`src/rtl/mul8x8_seq_ctrl_if.sv`:
```
// Handshake and result bundle for the sequential 8x8 multiplier controller.
// The requester drives start/a/b; the controller returns status, selects and product.
interface mul8x8_seq_ctrl_if;
    logic        start;
    logic [7:0]  a;
    logic [7:0]  b;
    logic        busy;
    logic        done;
    logic [15:0] product;
    logic        sel_a;
    logic        sel_b;

    modport master (
        output start, a, b,
        input  busy, done, product, sel_a, sel_b
    );

    modport slave (
        input  start, a, b,
        output busy, done, product, sel_a, sel_b
    );
endinterface

```
`src/rtl/mul8x8_seq_ctrl.sv`:
```
// Sequential 8x8 unsigned multiplier: four 4x4 partial products through a
// shared nibble-select path, shift-accumulated into a 16-bit product.
module mul8x8_seq_ctrl (
    input  logic              clk,
    input  logic              rst,
    mul8x8_seq_ctrl_if.slave  bus
);
    typedef enum logic [1:0] {
        IDLE = 2'd0,
        CALC = 2'd1,
        DONE = 2'd2
    } state_t;

    state_t      state;
    logic [7:0]  a_q;
    logic [7:0]  b_q;
    logic [15:0] acc;
    logic [15:0] product_q;
    logic [1:0]  step;

    logic        sel_a;
    logic        sel_b;
    logic [3:0]  nib_a;
    logic [3:0]  nib_b;
    logic [7:0]  pp;
    logic [1:0]  shift_nibs;
    logic [15:0] pp_shifted;
    logic [15:0] sum;

    // Selects are forced low outside CALC so the shared muxes idle on [3:0].
    always_comb begin
        sel_a      = (state == CALC) & step[0];
        sel_b      = (state == CALC) & step[1];
        nib_a      = sel_a ? a_q[7:4] : a_q[3:0];
        nib_b      = sel_b ? b_q[7:4] : b_q[3:0];
        pp         = {4'h0, nib_a} * {4'h0, nib_b};
        shift_nibs = {1'b0, sel_a} + {1'b0, sel_b};
        pp_shifted = {8'h00, pp} << {shift_nibs, 2'b00};
        sum        = acc + pp_shifted;
    end

    always_ff @(posedge clk) begin
        if (rst) begin
            state     <= IDLE;
            step      <= 2'd0;
            acc       <= 16'h0000;
            a_q       <= 8'h00;
            b_q       <= 8'h00;
            product_q <= 16'h0000;
        end else begin
            unique case (state)
                IDLE, DONE: begin
                    if (bus.start) begin
                        a_q   <= bus.a;
                        b_q   <= bus.b;
                        acc   <= 16'h0000;
                        step  <= 2'd0;
                        state <= CALC;
                    end else begin
                        state <= IDLE;
                    end
                end
                CALC: begin
                    acc  <= sum;
                    step <= step + 2'd1;
                    if (step == 2'd3) begin
                        product_q <= sum;
                        state     <= DONE;
                    end
                end
                default: state <= IDLE;
            endcase
        end
    end

    assign bus.busy    = (state == CALC);
    assign bus.done    = (state == DONE);
    assign bus.product = product_q;
    assign bus.sel_a   = sel_a;
    assign bus.sel_b   = sel_b;
endmodule

```
`src/flat_wrapper.sv`:
```
// flat-port wrapper written by rule: the top's interface ports become plain ports
module mul8x8_seq_ctrl_flat 
  (clk, rst, bus_start, bus_a, bus_b, bus_busy, bus_done, bus_product, bus_sel_a, bus_sel_b);
  mul8x8_seq_ctrl_if bus_i ();
  input  logic clk;
  input  logic rst;
  input wire logic [$bits(bus_i.start)-1:0] bus_start;
  input wire logic [$bits(bus_i.a)-1:0] bus_a;
  input wire logic [$bits(bus_i.b)-1:0] bus_b;
  output wire logic [$bits(bus_i.busy)-1:0] bus_busy;
  output wire logic [$bits(bus_i.done)-1:0] bus_done;
  output wire logic [$bits(bus_i.product)-1:0] bus_product;
  output wire logic [$bits(bus_i.sel_a)-1:0] bus_sel_a;
  output wire logic [$bits(bus_i.sel_b)-1:0] bus_sel_b;
  assign bus_i.start = bus_start;
  assign bus_i.a = bus_a;
  assign bus_i.b = bus_b;
  assign bus_busy = bus_i.busy;
  assign bus_done = bus_i.done;
  assign bus_product = bus_i.product;
  assign bus_sel_a = bus_i.sel_a;
  assign bus_sel_b = bus_i.sel_b;
  mul8x8_seq_ctrl u_core (.clk(clk), .rst(rst), .bus(bus_i));
endmodule
```
`config.mk`:
```
export PLATFORM = sky130hd
export DESIGN_NAME = mul8x8_seq_ctrl_flat
export DESIGN_NICKNAME = d
export VERILOG_FILES = /design/src/rtl/mul8x8_seq_ctrl_if.sv /design/src/rtl/mul8x8_seq_ctrl.sv /design/src/flat_wrapper.sv
export SDC_FILE = /design/constraint.sdc
export NUM_CORES = 1
export LEC_CHECK = 0
export CELL_PAD_IN_SITES_DETAIL_PLACEMENT = 0
export CELL_PAD_IN_SITES_GLOBAL_PLACEMENT = 2
export CORE_MARGIN = 5
export CORE_UTILIZATION = 37
export CTS_BUF_LIST = sky130_fd_sc_hd__clkbuf_8
export CTS_CLUSTER_SIZE = 12
export DETAILED_ROUTE_END_ITERATION = 8
export PLACE_DENSITY_LB_ADDON = 0.1
export SYNTH_ARGS = -nofsm -noshare
export SYNTH_HDL_FRONTEND = slang
export SYNTH_SLANG_ARGS = --single-unit
```
`constraint.sdc`:
```
create_clock -name clk -period 15 [get_ports clk]
set_input_delay 1.5 -clock clk [delete_from_list [all_inputs] [get_ports clk]]
set_output_delay 1.5 -clock clk [all_outputs]
set_load 0.005 [all_outputs]
```
# Word level (Yosys, flattened, before mapping)
# Cells that the tools add are included.
# W data, S select, Z words.
word_totals:
  regBits: 52
  elab_cells: 33
  in_bits: 19
op_classes:
  n_shift: 1
  n_mul: 1
  bitwise: 2
  n_reduce_logical: 6
  addsub: 3
  eq_ne: 5
  n_mux: 9
op_table:
  columns: ["cell", "count"]
  rows:
  - ["$pmux W16 S2", 1]
  - ["$add A16 B16 Y16", 1]
  - ["$mux W16", 1]
  - ["$shl A8 B4 Y16", 1]
  - ["$mul A4 B4 Y8", 1]
  - ["$mux W4", 2]
  - ["$pmux W2 S2", 2]
  - ["$reduce_and A2 Y1", 3]
  - ["$eq A2 B2 Y1 const B", 2]
  - ["$mux W2", 2]
  - ["$add A1 B1 Y2", 1]
  - ["$add A2 B1 Y2 const B", 1]
  - ["$and A1 B1 Y1", 2]
  - ["$eq A2 B1 Y1 const B", 1]
  - ["$logic_not A2 Y1", 1]
  - ["$ne A2 B1 Y1 const B", 1]
  - ["$ne A2 B2 Y1 const B", 1]
  - ["$reduce_bool A2 Y1", 1]
  - ["$reduce_or A2 Y1", 1]
  - ["$mux W1", 1]

# Longest topological paths before layout
logic_depth:
  word_depth: 7
  mapped_depth: 24
  depth_no_buf: 24

# Least setup slack after synthesis
# Ideal clock, no wire load.
synth_path:
  path_kind: "flip-flop to flip-flop"
  startpoint: "register u_core.state[1]"
  endpoint: "register u_core.acc[15]"
  path_slack_ps: 9969
  required_ps: 14938
  n_path_buf: 0
  arrival_time_ps: 4968
  path_stages_with_launch: 22
  cell_sequence: "dfxtp_1 nand2b_1 inv_1 nand2_1 mux2i_1 or2_2 fa_1 inv_1 fa_1 ha_1 a21o_1 a2111oi_4 xnor2_1 or2b_1 a21oi_1 ha_1 inv_1 a311o_1 a31oi_1 a221oi_1 or4_1 nand3_1"
synth_via:
  elab_chain_len: 7
  elab_cells_between_ends: 16
synth_rtl:
  columns: ["item", "line", "rtl"]
  rows:
  - ["start, declared", "mul8x8_seq_ctrl.sv:14", "state_t state;"]
  - ["start signal, assigned", "mul8x8_seq_ctrl.sv:44", "state <= IDLE;"]
  - ["start signal, assigned", "mul8x8_seq_ctrl.sv:58", "state <= CALC;"]
  - ["start signal, assigned", "mul8x8_seq_ctrl.sv:60", "state <= IDLE;"]
  - ["$eq A2 B1 Y1", "mul8x8_seq_ctrl.sv:32, mul8x8_seq_ctrl.sv:33, mul8x8_seq_ctrl.sv:51", null]
  - ["$and A1 B1 Y1, on equally long branches", "mul8x8_seq_ctrl.sv:32, mul8x8_seq_ctrl.sv:33", null]
  - ["$mux W4, on equally long branches", "mul8x8_seq_ctrl.sv:34, mul8x8_seq_ctrl.sv:35", null]
  - ["$mul A4 B4 Y8", "mul8x8_seq_ctrl.sv:36", "pp = {4'h0, nib_a} * {4'h0, nib_b};"]
  - ["$shl A8 B4 Y16", "mul8x8_seq_ctrl.sv:38", "pp_shifted = {8'h00, pp} << {shift_nibs, 2'b00};"]
  - ["$add A16 B16 Y16", "mul8x8_seq_ctrl.sv:39", "sum = acc + pp_shifted;"]
  - ["$pmux W16 S2", "mul8x8_seq_ctrl.sv:51", "unique case (state)"]
  - ["end signal, assigned", "mul8x8_seq_ctrl.sv:64", "acc <= sum;"]
  - ["end, declared", "mul8x8_seq_ctrl.sv:17", "logic [15:0] acc;"]
# Several ways; a longest one is shown, not always the timed one.
# A chain may end at the register's enable or synchronous reset.

# Worst setup path after layout
layout_path:
  startpoint: "register u_core.state[1]"
  endpoint: "register u_core.product_q[15] (netlist: u_core.bus.product[15])"
layout_via:
  elab_chain_len: 6
  elab_cells_between_ends: 10
layout_rtl:
  columns: ["item", "line", "rtl"]
  rows:
  - ["$eq A2 B1 Y1 (*)", "mul8x8_seq_ctrl.sv:32, mul8x8_seq_ctrl.sv:33, mul8x8_seq_ctrl.sv:51", null]
  - ["$and A1 B1 Y1, on equally long branches", "mul8x8_seq_ctrl.sv:32, mul8x8_seq_ctrl.sv:33", null]
  - ["$mux W4, on equally long branches", "mul8x8_seq_ctrl.sv:34, mul8x8_seq_ctrl.sv:35", null]
  - ["$mul A4 B4 Y8", "mul8x8_seq_ctrl.sv:36", null]
  - ["$shl A8 B4 Y16", "mul8x8_seq_ctrl.sv:38", null]
  - ["$add A16 B16 Y16", "mul8x8_seq_ctrl.sv:39", null]
  - ["end signal, assigned", "mul8x8_seq_ctrl.sv:67", "product_q <= sum;"]
  - ["end, declared", "mul8x8_seq_ctrl.sv:18", "logic [15:0] product_q;"]
# Every way passes the cells marked *; elsewhere a longest branch is shown, timed or not.

==> flow_summary.yaml <==
final_layout:
  antenna_cells: 0
  drive_gt1_share_pct: 4.02
  nets: 475
  syn2layout_area_growth_pct: 16.8
timing:
  fin_ws_ns: 8.34
  setup_viol: 0
  fin_crit_sh_pct: 44.4
  relSlewSlack_pct: 35.7
  worst_pin_slew_ns: 0.964
  setup-tns-final_ns: 0
  min_period_ns: 6.66
  fin_worst_skew_ns: 0.0102
  hold_viol: 0
  rsz0062_at_grt: "no"
  fmax_mhz: 150
  final_max_slew_viol_count: 0
setup_path:
  cp-start-kind: "register"
  r2r_end: "u_core.bus.product[15]"
  crit_required_ns: 15.18
  crit_type: "reg -> reg"
  reg2regPathDepth: 23
  crit_fanout: 21
  cp-end-kind: "register"
  crit_arrival_ns: 6.84
  r2r-start: "u_core.state[1]"
  rrSetupSlack_ns: 8.34
synth:
  synth-warning-count: 0
  ys_seq_area_share_pct: 32.7
  syn_nets: 448
  synth_top_area_share_pct: 32.7
  async_reset_ff_share_pct: 0
  synthesis.instances: 395
  synth_edf_count: 0
  syn_area_per_cell_um2: 8.07
  synth.top_cells.by_count: "nand2_1, dfxtp_1, a21oi_1, nor2_1, ha_1"
  ys_dominant_reg_cell: "dfxtp_1"
  synth_area_leaders: "dfxtp_1, ha_1, nand2_1, a21oi_1, nor2_1"
  ys_ff_latch: 52
  syn_area_mm2: 0.00319
  yosysMostFrequentCell: "nand2_1"
  synthDistinctLibCells: 48
  synth_area_leader_cell: "dfxtp_1"
detailed_routing:
  avgRoutedWirePerCell_um: 15.0
  met2_length_um: 3830
  firstDrtPassIters: 4
  via_per_inst: 5.23
  dr.max_layer_used: "met4"
  drtIter0Drc: 81
  vias: 2763
  drc: 0
  totalWireLength_um: 7920
  ant_nets: 0
  met3_length_um: 253
  met1_length_um: 3760
grt:
  grt_max_degree: 53
  grt_pass1_wl_um: 13100
  grt_pass1_vias: 2723
  grt_usage_pct: 15.8
  antenna_found_initial: 0
  grt.overflow.total: 0
clock_network:
  cts-root-buf: "clkbuf_8"
  cts_hold_buf: 0
  cts_tree: "built"
  cts_inserted_buffers: 5
  clk_latency_ns: 0.31
  clk_pin_slew_ns: 0.09
  cts_buffer_depth: 2
  h-tree-depth: 2
  cts.sinks: 52
  cts_setup_buffers: 0
  post_cts_resized: 0
pwr:
  leakage_uw: 0.00160
  power_density_mw_per_mm2: 68.7
  ir_worst_vdd_v: 0.0000282
hold_path:
  worstHoldStart: "u_core.a_q[2]"
  min_delay_path_depth: 2
  hold_path.class: "reg -> reg"
  holdPathEnd: "u_core.a_q[2]"
place:
  dp_hpwl_um: 5910
  dp_slack_ns: 8.32
  gp_congestion: 0.807
  port_buffers: 38
flow_run:
  maxCapViolCount: 0
floorplan:
  dieArea_mm2: 0.0106
  die_x_um: 103
  start_util_pct: 38.4
  core_mm2: 0.00830
  die_h_um: 103
  pin_count: 39
  num_rows: 33
run_status:
  status: "complete, no violations"
==> worst max-delay path, cell delays in order, from the launching register on <==
cell,delay [ns]
dfxtp_1,0.31
nand2b_1,0.40
inv_1,0.68
nand2_1,0.35
mux2i_1,0.30
or2_2,0.35
fa_1,0.53
inv_1,0.05
fa_1,0.56
inv_1,0.06
fa_1,0.45
inv_1,0.07
a21o_2,0.11
a21oi_1,0.07
xnor2_1,0.14
mux2i_1,0.20
nor2_1,0.09
ha_1,0.37
a21o_1,0.22
a21oi_1,0.26
a31oi_1,0.17
a221oi_1,0.48
nor3b_1,0.25
a211oi_1,0.07
==> stage by stage <==
stage / cell area, µm² / hold slack, ns / utilization, % / cells / power [µW]
after global routing: 3720 / 0.477 / 44.9 / 528 / 270
after detailed placement: 3630 / 0.447 / 43.8 / 520 / 178
after floorplan: 3190 / 0.436 / - / 395 / 166
after global placement: 3630 / 0.442 / 43.8 / 520 / 177
after CTS: 3720 / 0.461 / 44.9 / 528 / 261
final: 3720 / 0.457 / 44.9 / 528 / 256
==> cell type report <==
| class | count | area [µm²] |
|---|---|---|
| clock inverters | 2 | 7.51 |
| flip-flops and latches | 52 | 1040 |
| inverters | 14 | 52.6 |
| multi-input cells | 309 | 2020 |
| clock buffers | 6 | 82.6 |
| well taps | 105 | 131 |
| fillers | 857 | 4580 |
| repair buffers | 40 | 390 |
==> kinds of logic after synthesis <==
| family | after synthesis | synth area share [%] |
|---|---|---|
| XOR/XNOR | 16 | 4.40 |
| buffers and inverters | 34 | 4.04 |
| multiplexers | 11 | 3.45 |
| flip-flops | 52 | 32.7 |
| AND/OR/NAND/NOR | 158 | 22.3 |
| AO/OA/AOI/OAI | 90 | 18.6 |
| adder cells (fa/ha/maj) | 34 | 14.5 |
==> power by group <==
group          internal (µW)  switching (µW)
Combinational           11.5            18.8
Clock                   36.4            45.8
Sequential               141            1.99
==> worst max-delay path by stage <==
stage	from	endpoint	cells past startpoint
after floorplan	u_core.state[1]	u_core.acc[15]	21
after global placement	u_core.state[1]	u_core.bus.product[15]	23
after detailed placement	u_core.state[1]	u_core.bus.product[15]	23
after CTS	u_core.state[1]	u_core.bus.product[15]	23
after global routing	u_core.state[1]	u_core.bus.product[15]	23
final	u_core.state[1]	u_core.bus.product[15]	23
==> per-layer routing <==
layer / up-vias / global-route usage [%]
met2: 46 / 28.5
met1: 1278 / 19.4
met4: 0 / 3.69
li1: 1432 / -
met5: - / 0
met3: 7 / 2.91
==> registers in the layout, summed over array words and instances, names as in the netlist <==
register and count:
u_core.a_q 8, u_core.bus.product 16, u_core.acc 16, u_core.b_q 8, u_core.state 2, u_core.step 2
==> cell usage in the layout (no fill, tap or decap), types with 11 or more instances in the layout <==
cell type,count
nand2_1,64
dfxtp_1,52
nor2_1,45
a21oi_1,45
clkdlybuf4s50_1,37
ha_1,29
inv_1,16
nand3_1,12
mux2i_1,11
xnor2_1,11
a22oi_1,11
(Power assumes the default switching activity.)
